## config.mk

```make
export PLATFORM = sky130hd
export DESIGN_NAME = tx_pkt_arbiter_flat
export DESIGN_NICKNAME = d
export VERILOG_FILES = /design/src/rtl/tx_pkt_arbiter_if.sv /design/src/rtl/tx_pkt_arbiter.sv /design/src/flat_wrapper.sv
export SDC_FILE = /design/constraint.sdc
export NUM_CORES = 1
export LEC_CHECK = 0
export ABC_AREA = 0
export CAP_MARGIN = 20
export CORE_MARGIN = 2
export CORE_UTILIZATION = 51
export CTS_CLUSTER_SIZE = 25
export DETAILED_ROUTE_END_ITERATION = 10
export HOLD_SLACK_MARGIN = 0.08
export PLACE_DENSITY = 0.94
export SYNTH_ARGS = -nofsm -noshare
export SYNTH_HDL_FRONTEND = slang
export SYNTH_SLANG_ARGS = --single-unit
```

## constraint.sdc

```tcl
create_clock -name dutclk -period 3.85 [get_ports dutclk]
set_clock_uncertainty 0.15 [all_clocks]
set_input_delay 1.155 -clock dutclk [delete_from_list [all_inputs] [get_ports dutclk]]
set_output_delay 1.155 -clock dutclk [all_outputs]
set_load 0.02 [all_outputs]
```

## src/rtl/tx_pkt_arbiter_if.sv

```systemverilog
// Bundle between the requester FIFO heads, the packet arbiter and the tx-buffer write port.
// The master modport is the arbiter side. The slave modport is the channel FIFO / tx-buffer side.
interface tx_pkt_arbiter_if #(
  parameter int unsigned NUMCH     = 4,
  parameter int unsigned DATAWIDTH = 8
);
  logic [NUMCH-1:0]           ch_req;
  logic [NUMCH*DATAWIDTH-1:0] ch_data;
  logic [NUMCH-1:0]           ch_datavld;
  logic [NUMCH-1:0]           ch_eop;
  logic [NUMCH-1:0]           ch_rden;
  logic [NUMCH-1:0]           ch_grant;
  logic                       txbuffer_afull;
  logic [DATAWIDTH-1:0]       txbuffer_data;
  logic                       txbuffer_datavld;
  logic                       txbuffer_eop;
  logic                       trunc_pulse;
  logic                       busy;

  modport master (
    input  ch_req, ch_data, ch_datavld, ch_eop, txbuffer_afull,
    output ch_rden, ch_grant, txbuffer_data, txbuffer_datavld, txbuffer_eop,
           trunc_pulse, busy
  );

  modport slave (
    output ch_req, ch_data, ch_datavld, ch_eop, txbuffer_afull,
    input  ch_rden, ch_grant, txbuffer_data, txbuffer_datavld, txbuffer_eop,
           trunc_pulse, busy
  );
endinterface

```

## src/rtl/tx_pkt_arbiter.sv

```systemverilog
// Packet-granular round-robin arbiter for the shared tx-buffer write port.
// It can prepend a channel-ID header and truncates packets longer than MAXPKTLEN payload words.
module tx_pkt_arbiter #(
  parameter int unsigned NUMCH     = 4,
  parameter int unsigned DATAWIDTH = 8,
  parameter int unsigned MAXPKTLEN = 1500,
  parameter int unsigned HDREN     = 1
) (
  input  logic              dutclk,
  input  logic              reset,
  tx_pkt_arbiter_if.master  bus
);

  localparam int unsigned CHW  = (NUMCH > 1) ? $clog2(NUMCH) : 1;
  localparam int unsigned CNTW = 16;
  localparam logic [CNTW-1:0] LAST_CNT = CNTW'(MAXPKTLEN - 1);
  localparam logic [CHW-1:0]  LAST_CH  = CHW'(NUMCH - 1);

  typedef enum logic [2:0] {
    S_IDLE  = 3'd0,
    S_HDR   = 3'd1,
    S_XFER  = 3'd2,
    S_FLUSH = 3'd3,
    S_GAP   = 3'd4
  } state_e;

  state_e               state_q, state_d;
  logic [CHW-1:0]       rr_q, rr_d;
  logic [CHW-1:0]       gidx_q, gidx_d;
  logic [NUMCH-1:0]     grant_q, grant_d;
  logic [DATAWIDTH-1:0] data_q, data_d;
  logic                 vld_q, vld_d;
  logic                 eop_q, eop_d;
  logic                 trunc_q, trunc_d;
  logic                 busy_q, busy_d;
  logic [CNTW-1:0]      cnt_q, cnt_d;

  logic [CHW-1:0]       sel_lo, sel_hi, sel_idx;
  logic                 found_lo, found_hi;
  logic [NUMCH-1:0]     sel_onehot;
  logic [DATAWIDTH-1:0] head_data;
  logic                 head_vld, head_eop;
  logic                 xfer_pop, flush_pop;

  // Round robin: take the lowest requester above rr, otherwise wrap to the lowest requester.
  always_comb begin
    sel_lo   = '0;
    sel_hi   = '0;
    found_lo = 1'b0;
    found_hi = 1'b0;
    for (int i = int'(NUMCH) - 1; i >= 0; i--) begin
      if (bus.ch_req[i]) begin
        sel_lo   = CHW'(i);
        found_lo = 1'b1;
        if (CHW'(i) > rr_q) begin
          sel_hi   = CHW'(i);
          found_hi = 1'b1;
        end
      end
    end
    sel_idx = found_hi ? sel_hi : sel_lo;
    sel_onehot = '0;
    for (int i = 0; i < int'(NUMCH); i++) begin
      sel_onehot[i] = (sel_idx == CHW'(i));
    end
  end

  // FIFO head of the granted channel
  always_comb begin
    head_data = '0;
    head_vld  = 1'b0;
    head_eop  = 1'b0;
    for (int i = 0; i < int'(NUMCH); i++) begin
      if (gidx_q == CHW'(i)) begin
        head_data = bus.ch_data[i*DATAWIDTH +: DATAWIDTH];
        head_vld  = bus.ch_datavld[i];
        head_eop  = bus.ch_eop[i];
      end
    end
  end

  assign xfer_pop  = (state_q == S_XFER)  & head_vld & ~bus.txbuffer_afull & ~reset;
  assign flush_pop = (state_q == S_FLUSH) & head_vld & ~reset;

  // The flush drains the truncated tail even under backpressure because nothing is forwarded.
  always_comb begin
    bus.ch_rden = '0;
    for (int i = 0; i < int'(NUMCH); i++) begin
      bus.ch_rden[i] = (gidx_q == CHW'(i)) & (xfer_pop | flush_pop);
    end
  end

  always_comb begin
    state_d = state_q;
    rr_d    = rr_q;
    gidx_d  = gidx_q;
    grant_d = grant_q;
    data_d  = data_q;
    vld_d   = 1'b0;
    eop_d   = 1'b0;
    trunc_d = 1'b0;
    cnt_d   = cnt_q;

    unique case (state_q)
      S_IDLE: begin
        if (found_lo) begin
          gidx_d  = sel_idx;
          grant_d = sel_onehot;
          cnt_d   = '0;
          state_d = (HDREN != 0) ? S_HDR : S_XFER;
        end
      end
      S_HDR: begin
        if (!bus.txbuffer_afull) begin
          data_d  = DATAWIDTH'(gidx_q);
          vld_d   = 1'b1;
          cnt_d   = '0;
          state_d = S_XFER;
        end
      end
      S_XFER: begin
        if (xfer_pop) begin
          data_d = head_data;
          vld_d  = 1'b1;
          cnt_d  = cnt_q + CNTW'(1);
          if (head_eop) begin
            eop_d   = 1'b1;
            state_d = S_GAP;
          end else if (cnt_q == LAST_CNT) begin
            eop_d   = 1'b1;
            trunc_d = 1'b1;
            state_d = S_FLUSH;
          end
        end
      end
      S_FLUSH: begin
        if (flush_pop && head_eop) begin
          state_d = S_GAP;
        end
      end
      S_GAP: begin
        rr_d    = gidx_q;
        grant_d = '0;
        state_d = S_IDLE;
      end
      default: begin
        state_d = S_IDLE;
      end
    endcase

    busy_d = (state_d != S_IDLE);
  end

  always_ff @(posedge dutclk) begin
    if (reset) begin
      state_q <= S_IDLE;
      rr_q    <= LAST_CH;
      gidx_q  <= '0;
      grant_q <= '0;
      data_q  <= '0;
      vld_q   <= 1'b0;
      eop_q   <= 1'b0;
      trunc_q <= 1'b0;
      busy_q  <= 1'b0;
      cnt_q   <= '0;
    end else begin
      state_q <= state_d;
      rr_q    <= rr_d;
      gidx_q  <= gidx_d;
      grant_q <= grant_d;
      data_q  <= data_d;
      vld_q   <= vld_d;
      eop_q   <= eop_d;
      trunc_q <= trunc_d;
      busy_q  <= busy_d;
      cnt_q   <= cnt_d;
    end
  end

  assign bus.ch_grant         = grant_q;
  assign bus.txbuffer_data    = data_q;
  assign bus.txbuffer_datavld = vld_q;
  assign bus.txbuffer_eop     = eop_q;
  assign bus.trunc_pulse      = trunc_q;
  assign bus.busy             = busy_q;

endmodule

```

## src/flat_wrapper.sv

```systemverilog
// flat-port wrapper written by rule: the top's interface ports become plain ports
module tx_pkt_arbiter_flat 
#(
  parameter int unsigned NUMCH     = 4,
  parameter int unsigned DATAWIDTH = 8,
  parameter int unsigned MAXPKTLEN = 1500,
  parameter int unsigned HDREN     = 1
)
  (dutclk, reset, bus_ch_req, bus_ch_data, bus_ch_datavld, bus_ch_eop, bus_txbuffer_afull, bus_ch_rden, bus_ch_grant, bus_txbuffer_data, bus_txbuffer_datavld, bus_txbuffer_eop, bus_trunc_pulse, bus_busy);
  tx_pkt_arbiter_if #(.NUMCH(NUMCH), .DATAWIDTH(DATAWIDTH)) bus_i ();
  input  logic dutclk;
  input  logic reset;
  input wire logic [$bits(bus_i.ch_req)-1:0] bus_ch_req;
  input wire logic [$bits(bus_i.ch_data)-1:0] bus_ch_data;
  input wire logic [$bits(bus_i.ch_datavld)-1:0] bus_ch_datavld;
  input wire logic [$bits(bus_i.ch_eop)-1:0] bus_ch_eop;
  input wire logic [$bits(bus_i.txbuffer_afull)-1:0] bus_txbuffer_afull;
  output wire logic [$bits(bus_i.ch_rden)-1:0] bus_ch_rden;
  output wire logic [$bits(bus_i.ch_grant)-1:0] bus_ch_grant;
  output wire logic [$bits(bus_i.txbuffer_data)-1:0] bus_txbuffer_data;
  output wire logic [$bits(bus_i.txbuffer_datavld)-1:0] bus_txbuffer_datavld;
  output wire logic [$bits(bus_i.txbuffer_eop)-1:0] bus_txbuffer_eop;
  output wire logic [$bits(bus_i.trunc_pulse)-1:0] bus_trunc_pulse;
  output wire logic [$bits(bus_i.busy)-1:0] bus_busy;
  assign bus_i.ch_req = bus_ch_req;
  assign bus_i.ch_data = bus_ch_data;
  assign bus_i.ch_datavld = bus_ch_datavld;
  assign bus_i.ch_eop = bus_ch_eop;
  assign bus_i.txbuffer_afull = bus_txbuffer_afull;
  assign bus_ch_rden = bus_i.ch_rden;
  assign bus_ch_grant = bus_i.ch_grant;
  assign bus_txbuffer_data = bus_i.txbuffer_data;
  assign bus_txbuffer_datavld = bus_i.txbuffer_datavld;
  assign bus_txbuffer_eop = bus_i.txbuffer_eop;
  assign bus_trunc_pulse = bus_i.trunc_pulse;
  assign bus_busy = bus_i.busy;
  tx_pkt_arbiter #(.NUMCH(NUMCH), .DATAWIDTH(DATAWIDTH), .MAXPKTLEN(MAXPKTLEN), .HDREN(HDREN)) u_core (.dutclk(dutclk), .reset(reset), .bus(bus_i));
endmodule
```

Yosys cells after proc, flatten, opt, wreduce, memory -nomap -nowiden
Cells that the tools add are included.

word-level totals
  output and inout port bits = 20
  register bits after elaboration = 39
  bits of input ports = 47

cells by class
  mux-type cells = 58
  bitwise operators = 14
  magnitude comparators = 4
  reduce and logical (&&, ||, !) cells = 14
  add/subtract/negate cells = 1
  equality and inequality tests = 14

operator list
  cell                                                          number
  two-way mux 16 bit                                            3
  two-way mux 8 bit                                             6
  one-hot mux 16 bit (3 select lines)                           1
  two-way mux 2 bit                                             13
  two-way mux 1 bit                                             24
  two-way mux 3 bit                                             6
  adder 16 x 1 -> 16 bit, second input constant                 1
  == test 16 x 11 -> 1 bit, second input constant               1
  one-hot mux 8 bit (2 select lines)                            1
  one-hot mux 3 bit (4 select lines)                            1
  bitwise AND 1 bit                                             9
  == test 2 bit, second input constant                          4
  one-hot mux 4 bit (2 select lines)                            1
  == test 3 x 2 -> 1 bit, second input constant                 2
  nonzero test 3 bit                                            2
  == test 2 x 1 -> 1 bit, second input constant                 2
  greater-than comparator 1 x 2 -> 1 bit, first input constant  2
  greater-than comparator 2 bit, first input constant           2
  logical NOT 2 bit                                             2
  two-way mux 4 bit                                             1
  != test 2 x 1 -> 1 bit, second input constant                 2
  NOT 1 bit                                                     4
  AND reduction 2 bit                                           2
  AND reduction 4 bit                                           1
  11 further kinds                                              12

Longest topological paths before layout
Gate-level depths: netlist of the first run.

  depth in word-level cells = 13
  depth in mapped cells = 8

Least setup slack after synthesis of the first run
No wires, ideal clock.

  kind = input to output
  start point = in reset
  end point = out bus_ch_rden[1]
  stages on the path = 3
  data required time = 2.545 ns
  buffers on the path = 0
  arrival time = 2.351 ns
  slack = 0.194 ns
  path through = or3b_1 or2_2 nor3_1

between the ends
  longest elaborated chain between the ends = 4
  elaborated cells on any way between the ends = 5
  those cells by class = bitwise: 5

RTL lines
  item                                         line                                        text
  start, declared                              flat_wrapper.sv:12                          input logic reset;
  NOT 1 bit *                                  tx_pkt_arbiter.sv:82, tx_pkt_arbiter.sv:83
  bitwise AND 1 bit, on equally long branches  tx_pkt_arbiter.sv:82, tx_pkt_arbiter.sv:83
  OR 1 bit *                                   tx_pkt_arbiter.sv:89                        bus.ch_rden[i] = (gidx_q == CHW'(i)) & (xfer_pop | flush_pop);
  bitwise AND 1 bit *                          tx_pkt_arbiter.sv:89
  end, declared                                flat_wrapper.sv:18                          output wire logic [$bits(bus_i.ch_rden)-1:0] bus_ch_rden;

Every way passes the cells marked *; elsewhere a longest branch is shown, timed or not.

Final worst setup path of the first run
  start point = in bus_ch_datavld[3]
  end point = out bus_ch_rden[1]

between the ends
  longest elaborated chain between the ends = 6
  elaborated cells on any way between the ends = 8
  those cells by class = mux: 1; bitwise: 7

RTL lines
  item                             line                  text
  start, declared                  flat_wrapper.sv:15    input wire logic [$bits(bus_i.ch_datavld)-1:0] bus_ch_datavld;
  two-way mux 1 bit *              tx_pkt_arbiter.sv:74  if (gidx_q == CHW'(i)) begin
  bitwise AND 1 bit (3 in series)  tx_pkt_arbiter.sv:82  assign xfer_pop = (state_q == S_XFER) & head_vld & ~bus.txbuffer_afull & ~reset;
  OR 1 bit *                       tx_pkt_arbiter.sv:89
  bitwise AND 1 bit *              tx_pkt_arbiter.sv:89

Marked as above.

==> out/results.tsv, run 1 <==
stage	metric	value	unit
yosys	synth.most_common_cell	dfxtp_1	
yosys	synthesis.area	2200	sq um
yosys	synth_top_area_share	35.4	%
clock_tree	tritoncts	done	
layout	nets	369	
hold_path	min_path_type	flop to flop	
routing	wl_per_cell	17.9	um
global_route	antenna_found_initial	0	
clock_tree	cts_max_path_buffers	2	
clock_tree	cts_setup_buffers	0	
place	port_buffers	66	
critical_path	endpoint_kind	output port	
yosys	yosysTopAreaCell	dfxtp_1	
floorplanning	coreArea	4090	sq um
yosys	ys_types	48	
yosys	ys_seq_area_share	35.4	%
floorplanning	start_util	53.9	%
routing	drt_first_pass_iters	5	
flow_run	maxCapViolCount	0	
floorplanning	placementRows	23	
yosys	postSynth.asyncResetShare	0	%
yosys	yosys.area_share.simple	23.9	%
yosys	syn_nets	301	
sta	setup_viol	0	
yosys	synth_seq_cells	39	
global_route	grtUsageTotal	27.8	%
floorplanning	die_w	69.7	um
routing	drtIter0Drc	234	
critical_path	critPathLaunchType	primary input	
clock_tree	h-tree-depth	2	
routing	drc	0	
routing	routed_wl	6640	um
pwr	peakVddDrop	0.000314	V
global_route	first_global_vias	2301	
clock_tree	clock_latency	300	ps
global_route	grt_pass1_wl	10900	um
place	dp_cells	364	
place	dp_hpwl	4750	um
yosys	synth_top_family_by_area	simple AND/OR/NAND/NOR gates	
floorplanning	ioPinCount	67	
clock_tree	root_buffer	clkbuf_8	
sta	fin_crit_sh	98.3	%
yosys	synthXorXnorAreaFrac	0.398	%
yosys	synth_cells	253	
yosys	synthMuxAreaShare	15.0	%
sta	worst_pin_slew	742	ps
global_route	grt.overflow.total	0	
clock_tree	clk_pin_slew	80	ps
layout	stdcell_count	372	
layout	layout-drive-gt1-share	13.4	%
layout	area_growth	36.2	%
sta	hold_viol	0	
sta	fmax	264	MHz
critical_path	cp.arrival	2480	ps
yosys	synth_compound_area_share	19.4	%
global_route	grt_max_degree	21	
layout	nFillCells	278	
yosys	postSynthAreaPerCell	8.71	sq um
pwr	powerDensity	331	nW/um^2
sta	slew_headroom	50.1	%
critical_path	critical_path.max_fanout	2	
yosys	synth-main-ff-cell	dfxtp_1	
routing	num_vias	2371	
critical_path	path_cells	clkdlybuf4s50_1 > mux2i_1 > or2_2 > nor3_1 > buf_2	
yosys	synthAdderAreaFrac	0.568	%
sta	layout_min_cycle_time	3780	ps
yosys	yosys_warnings	0	
yosys	synth_common_cells	dfxtp_1, nand2_1, a21oi_1	
yosys	synthTopCellsByArea	dfxtp_1, mux4_2, mux2i_1, a21oi_1, nand2_1	
routing	drtAntennaViolNets	0	
place	gp_congestion	0.795	
routing	viasPerCell	6.37	
critical_path	cp_slowest_stage_delay	520	ps
floorplanning	die-area	4860	sq um
clock_tree	holdBufCountCts	0	
critical_path	critical_path.slowest_cell	clkdlybuf4s50_1	
pwr	power.leakage	0.00106	uW
clock_tree	numClockSinks	39	
critical_path	crit_type	primary input to output port	
run_status	status	complete, no violations	
layout	n_antenna_cell	0	
clock_tree	cts_made_buffers	5	
layout	seqCellArea	781	sq um
sta	slew_viol_final	0	
floorplanning	die_y	69.7	um
pwr	p_total	993	uW
layout	multi_input_area	1310	sq um
critical_path	required	2540	ps
yosys	synth-edff-count	0	
## metrics by stage
stage | setup slack (ps) | setup TNS [ps] | hold slack, ps | instance area [sq um] | utilization [%]
after floorplan | 194 | 0 | 297 | 2200 | -
after global placement | -484 | -1770 | 295 | 2930 | 71.6
after detailed placement | -538 | -1970 | 308 | 2930 | 71.6
after CTS | 59.6 | 0 | 320 | 3000 | 73.3
after global routing | -1.43 | -1.43 | 341 | 3000 | 73.4
final | 65.3 | 0 | 320 | 3000 | 73.4
## layout by cell type (no fill, tap or decap), drive strengths merged, types with 2 or more instances in the layout
cell type and n:
clkdlybuf4s50 61, dfxtp 39, nand2 31, a21oi 25, nor2 19, buf 15
mux2i 14, nand3 12, or4 9, inv 8, mux4 8, o31ai 8
o21ai 7, nor4 6, or3 6, clkbuf 6, or2 4, a31oi 4
nand2b 3, o31a 3, nor3 3, or4b 2, nand3b 2, nand4 2
a311oi 2, a211oi 2, clkinv 2
## worst max-delay path, delay by kind of cell
family,cells,cell delay [ps]
buf+inv,2,710
mux,1,140
simple gates,2,480
## cell families after synthesis
family | count (synthesis)
and+or+nand+nor | 102
AOI/OAI and AO/OA | 62
DFF | 39
buffers and inverters | 25
muxes | 23
xor gates and xnor gates | 1
adders and majority gates | 1
## worst paths after layout
check / start / endpoint / slack [ps] / depth (start not counted)
setup reg to reg: u_core.cnt_q[0]$_SDFFE_PP0P_ / u_core.bus.busy$_SDFF_PP0_ / 1320 / 6
hold / removal: u_core.bus.txbuffer_data[7]$_SDFFE_PP0P_ / u_core.bus.txbuffer_data[7]$_SDFFE_PP0P_ / 320 / 2
hold reg to reg: u_core.bus.txbuffer_data[7]$_SDFFE_PP0P_ / u_core.bus.txbuffer_data[7]$_SDFFE_PP0P_ / 320 / 2
setup / recovery: bus_ch_datavld[3] / bus_ch_rden[1] / 70 / 5
## power by group
part,internal (uW),switching [uW]
registers,420,18.3
logic,144,140
clock network,127,145
total,690,303
## routing by layer
metal	up-vias	share of wire, %	global-route usage, %
met5	-	0	0
met4	0	4.4	10.7
met3	39	8.2	5.67
met2	140	50	48.8
met1	1104	37	33.3
li1	1088	-	-
## repair_timing
item,4_1_cts,5_1_grt
setup endpoints to repair,4,2
pin swaps,1,0
resized for setup,21,1
## final cells by class
| type | instances | area share (%) |
|---|---|---|
| sequential | 39 | 26.0 |
| multi-input combinational | 189 | 43.8 |
| tap | 50 | 2.09 |
| clock inverter | 2 | 0.417 |
| clock buffer | 6 | 2.42 |
| inverter | 9 | 1.13 |
| timing repair buffer | 77 | 24.1 |
## registers in the layout (all words and copies together), names as in the netlist
name,cells
u_core.rr_q,2
u_core.gidx_q,2
u_core.bus.txbuffer_data,8
u_core.bus.txbuffer_datavld,1
u_core.bus.busy,1
u_core.bus.trunc_pulse,1
u_core.bus.txbuffer_eop,1
u_core.state_q,3
u_core.cnt_q,16
u_core.bus.ch_grant,4
Power figures use the tool's default switching activity.
==> run 2: changes to the inputs <==
Settings changed: CTS_BUF_LIST set to sky130_fd_sc_hd__clkbuf_4 sky130_fd_sc_hd__clkbuf_8 sky130_fd_sc_hd__clkbuf_16, CTS_CLUSTER_SIZE 25 to not set.
==> out/results.tsv, run 2 (same netlist as run 1, synthesis figures left out) <==
stage	metric	value	unit
clock_tree	h-tree-depth	2	
routing	num_vias	2349	
sta	setup_viol	0	
floorplanning	start_util	53.9	%
critical_path	critPathLaunchType	primary input	
layout	nets	369	
clock_tree	numClockSinks	39	
routing	drc	0	
floorplanning	ioPinCount	67	
global_route	grtUsageTotal	27.8	%
sta	hold_viol	0	
critical_path	required	2540	ps
critical_path	endpoint_kind	output port	
floorplanning	die_w	69.7	um
clock_tree	root_buffer	clkbuf_8	
clock_tree	cts_setup_buffers	0	
sta	fin_setup_tns	0	ps
global_route	grt_use_met3	5.67	%
place	dp_hpwl	4750	um
routing	wl_per_cell	17.8	um
clock_tree	clock_latency	300	ps
place	port_buffers	66	
critical_path	crit_type	primary input to output port	
flow_run	maxCapViolCount	0	
global_route	grt_pass1_wl	11000	um
critical_path	cp.arrival	2480	ps
global_route	antenna_found_initial	0	
routing	routed_wl	6630	um
routing	drtAntennaViolNets	0	
layout	area_growth	36.3	%
global_route	grtUsageMet1	33.4	%
pwr	powerDensity	333	nW/um^2
floorplanning	die-area	4860	sq um
sta	slew_viol_final	0	
pwr	power.leakage	0.00106	uW
global_route	grt_use_met2	48.8	%
layout	stdcell_count	372	
floorplanning	coreArea	4090	sq um
run_status	status	complete, no violations	
layout	regMostFlops	u_core.cnt_q	
hold_path	min_path_type	flop to flop	
place	dp_cells	364	
sta	layout_min_cycle_time	3790	ps
clock_tree	cts_max_path_buffers	2	
sta	fin_crit_sh	98.3	%
layout	largest_reg_flops	16	
routing	drt_first_pass_iters	5	
critical_path	critical_path.max_fanout	2	
clock_tree	cts_made_buffers	5	
sta	whs	320	ps
routing	viasPerCell	6.31	
place	gp_congestion	0.795	
floorplanning	die_y	69.7	um
layout	final_cell_mix	clkdlybuf4s50_1, dfxtp_1, nand2_1	
sta	fmax	264	MHz
global_route	first_global_vias	2302	
sta	worst_pin_slew	742	ps
routing	drtIter0Drc	211	
layout	n_antenna_cell	0	
sta	slew_headroom	50.1	%
global_route	grt_max_degree	21	
global_route	grt.overflow.total	0	
layout	mostFrequentLayoutCell	clkdlybuf4s50_1	
layout	layout-drive-gt1-share	13.7	%
global_route	grt_busiest_layer	met2	
pwr	peakVddDrop	0.000313	V
floorplanning	placementRows	23	
clock_tree	tritoncts	done	
clock_tree	clk_pin_slew	80	ps
==> run 2: cell type report <==
class	instances	area (sq um)
inverter	9	33.8
fill	277	1080
tap	50	62.6
clock inverter	2	12.5
clock buffer	6	76.3
multi-input combinational	189	1310
sequential	39	781
timing repair buffer	77	724
==> run 2: stage by stage <==
step | power [uW] | area, sq um | setup WS, ps | utilization (%)
floorplan | 614 | 2200 | 194 | -
global placement | 709 | 2930 | -484 | 71.6
detailed placement | 720 | 2930 | -538 | 71.6
CTS | 998 | 3000 | 59.6 | 73.4
global route | 1040 | 3000 | -1.43 | 73.5
finish | 999 | 3000 | 64.6 | 73.5
==> run 2: worst paths after layout <==
path                                                                from                                       end  slack (ps)  cells after the start
worst max-delay path                                   bus_ch_datavld[3]                            bus_ch_rden[1]          60                      5
worst min-delay path            u_core.bus.txbuffer_data[7]$_SDFFE_PP0P_  u_core.bus.txbuffer_data[7]$_SDFFE_PP0P_         320                      2
worst min register to register  u_core.bus.txbuffer_data[7]$_SDFFE_PP0P_  u_core.bus.txbuffer_data[7]$_SDFFE_PP0P_         320                      2
worst max register to register              u_core.cnt_q[0]$_SDFFE_PP0P_                u_core.bus.busy$_SDFF_PP0_        1320                      6
==> run 2: power breakdown <==
| part | internal, uW | total, uW | switching [uW] | leakage [uW] |
|---|---|---|---|---|
| Clock | 134 | 278 | 144 | 0.0000446 |
| Combinational | 144 | 284 | 140 | 0.000699 |
| Sequential | 420 | 438 | 18.2 | 0.000316 |
| Total | 697 | 999 | 303 | 0.00106 |
==> run 2: what timing repair did <==
| action | in CTS | in global routing |
|---|---|---|
| hold endpoints to repair | 0 | 0 |
| resized for setup | 21 | 1 |
| hold buffers | 0 | 0 |
| endpoints found under the setup margin | 4 | 2 |
| pin swaps | 1 | 0 |
==> run 2: worst max-delay path, cell delays in order <==
cell and delay [ps]:
clkdlybuf4s50_1 520, mux2i_1 140, or2_2 330, nor3_1 140, buf_2 190
==> run 2: metal layers <==
layer	vias to the layer above	wire length, um
met5	-	0
met4	0	238
met3	29	557
met2	141	3330
met1	1091	2510
li1	1088	-
==> run 3: changes to the inputs <==
--- a/config.mk
+++ b/config.mk
@@ -8,9 +8,10 @@
 export ABC_AREA = 0
+export ABC_CLOCK_PERIOD_IN_PS = 3850
 export CAP_MARGIN = 20
 export CORE_MARGIN = 2
-export CORE_UTILIZATION = 51
-export CTS_BUF_LIST = sky130_fd_sc_hd__clkbuf_4 sky130_fd_sc_hd__clkbuf_8 sky130_fd_sc_hd__clkbuf_16
+export CORE_UTILIZATION = 52
+export CTS_BUF_LIST = sky130_fd_sc_hd__clkbuf_2
 export DETAILED_ROUTE_END_ITERATION = 10
 export HOLD_SLACK_MARGIN = 0.08
-export PLACE_DENSITY = 0.94
+export PLACE_DENSITY = 0.95
 export SYNTH_ARGS = -nofsm -noshare
--- a/constraint.sdc
+++ b/constraint.sdc
@@ -4,2 +4,2 @@
 set_output_delay 1.155 -clock dutclk [all_outputs]
-set_load 0.02 [all_outputs]
+set_load 0.005 [all_outputs]
==> out/results.tsv, run 3 (same netlist as run 1, synthesis figures left out) <==
stage	metric	value	unit
critical_path	critPathLaunchType	primary input	
place	gp_congestion	0.779	
sta	fmax	265	MHz
floorplanning	coreArea	4030	sq um
layout	utilization	73.5	%
routing	drc	0	
critical_path	crit_cells	5	
flow_run	maxCapViolCount	0	
critical_path	rr_worst_depth	8	
floorplanning	placementRows	23	
critical_path	endpoint_kind	output port	
layout	mostFrequentLayoutCell	clkdlybuf4s50_1	
critical_path	crit_path_end	bus_ch_rden[3]	
clock_tree	numClockSinks	39	
sta	worst_pin_slew	784	ps
critical_path	reg2reg_slack	1310	ps
routing	drtAntennaViolNets	0	
sta	slew_viol_final	0	
critical_path	crit_type	primary input to output port	
routing	num_vias	2216	
critical_path	critical_path.max_fanout	2	
layout	largest_reg_flops	16	
critical_path	cp_slowest_stage_delay	490	ps
global_route	first_global_vias	2163	
clock_tree	root_buffer	clkbuf_2	
routing	routed_wl	5860	um
floorplanning	die_w	69.1	um
pwr	peakVddDrop	0.000280	V
routing	viasPerCell	5.94	
global_route	grtUsageTotal	25.2	%
critical_path	critical_path.slowest_cell	clkdlybuf4s50_1	
critical_path	worst_r2r_endpoint	u_core.cnt_q[13]$_SDFFE_PP0P_	
critical_path	startpoint	bus_ch_datavld[1]	
clock_tree	tritoncts	done	
layout	nets	369	
sta	fin_crit_sh	98.2	%
critical_path	required	2540	ps
global_route	antenna_found_initial	0	
routing	drtIter0Drc	158	
sta	rsz0062_at_grt	no	
routing	wl_per_cell	15.7	um
sta	slew_headroom	47.3	%
clock_tree	cts_made_buffers	5	
critical_path	crit_buf_inv	2	
sta	layout_min_cycle_time	3780	ps
floorplanning	die-area	4770	sq um
global_route	grt.overflow.total	0	
global_route	grt_max_degree	31	
pwr	powerDensity	297	nW/um^2
layout	layout-drive-gt1-share	12.1	%
hold_path	min_path_type	flop to flop	
run_status	status	complete, no violations	
place	dp_hpwl	4330	um
clock_tree	clk_pin_slew	220	ps
critical_path	path_cells	clkdlybuf4s50_1 > mux2i_1 > or2_2 > nor2_1 > dlygate4sd2_1	
routing	drt_first_pass_iters	4	
critical_path	crit_family	buffers and inverters	
clock_tree	cts_max_path_buffers	2	
layout	final_cell_mix	clkdlybuf4s50_1, dfxtp_1, nand2_1	
sta	setup_viol	0	
clock_tree	clock_latency	420	ps
clock_tree	holdBufCountCts	0	
pwr	power.leakage	0.00104	uW
floorplanning	start_util	54.7	%
sta	hold_viol	0	
layout	area_growth	34.5	%
clock_tree	h-tree-depth	2	
floorplanning	die_y	69.1	um
layout	regMostFlops	u_core.cnt_q	
global_route	grt_pass1_wl	9930	um
critical_path	r2r-start	u_core.state_q[2]$_SDFF_PP0_	
critical_path	cp.arrival	2470	ps
sta	whs	323	ps
floorplanning	ioPinCount	67	
place	port_buffers	66	
## run 3: cell types whose count changed in the layout (fill, tap and decap cells not counted), moves of 2 or more
cell / delta
clkbuf_2: +6
dlygate4sd2_1: +2
buf_2: -2
clkbuf_8: -5
clkinv_1: +2
## run 3: metal layers
metal	track usage [%]	vias up	routed length [um]
met5	0	-	0
met3	4.97	13	382
li1	-	1087	-
met2	42.3	81	2880
met4	11.3	0	131
met1	31.3	1035	2460
## run 3: cell type report
class | instances | area [sq um]
Multi-Input combinational cell | 189 | 1310
Fill cell | 288 | 1070
Sequential cell | 39 | 781
Timing Repair Buffer | 77 | 736
Tap cell | 50 | 62.6
Inverter | 9 | 33.8
Clock buffer | 6 | 30.0
Clock inverter | 2 | 7.51
Antenna cell | 1 | 2.50
## run 3: worst min-delay path by stage
stage                                             startpoint                                        to  cells past startpoint
floorplan                      u_core.cnt_q[15]$_SDFFE_PP0P_             u_core.cnt_q[15]$_SDFFE_PP0P_                      2
global placement    u_core.bus.txbuffer_data[4]$_SDFFE_PP0P_  u_core.bus.txbuffer_data[4]$_SDFFE_PP0P_                      2
detailed placement  u_core.bus.txbuffer_data[2]$_SDFFE_PP0P_  u_core.bus.txbuffer_data[2]$_SDFFE_PP0P_                      2
CTS                 u_core.bus.txbuffer_data[2]$_SDFFE_PP0P_  u_core.bus.txbuffer_data[2]$_SDFFE_PP0P_                      2
global route        u_core.bus.txbuffer_data[2]$_SDFFE_PP0P_  u_core.bus.txbuffer_data[2]$_SDFFE_PP0P_                      2
finish              u_core.bus.txbuffer_data[2]$_SDFFE_PP0P_  u_core.bus.txbuffer_data[2]$_SDFFE_PP0P_                      2
## run 3: what timing repair did
item | 4_1_cts | 5_1_grt
gates resized for setup | 11 | 0
setup buffers | 1 | 0
setup endpoints to repair | 4 | 0
## run 3: power breakdown
part	internal (uW)	switching, uW
Combinational	141	120
Sequential	421	18.8
Clock	43.7	135
## run 3: worst register-to-register path: stages, from the launching register on
cell and delay (ps):
dfxtp_1 470, or3b_1 440, buf_4 150, buf_4 140, o22ai_4 130, a21oi_2 70
buf_4 220, or4_1 520, a21oi_1 170
## run 3: stage by stage
stage	setup slack [ps]	total power (uW)	cell area, sq um	setup TNS (ps)	instances
2_1_floorplan	492	604	2200	0	253
4_1_cts	125	880	2960	0	372
3_3_place_gp	-419	697	2920	-1500	363
6_report	70.6	879	2960	0	373
3_5_place_dp	-447	704	2920	-1590	363
5_1_grt	6.14	922	2960	0	372
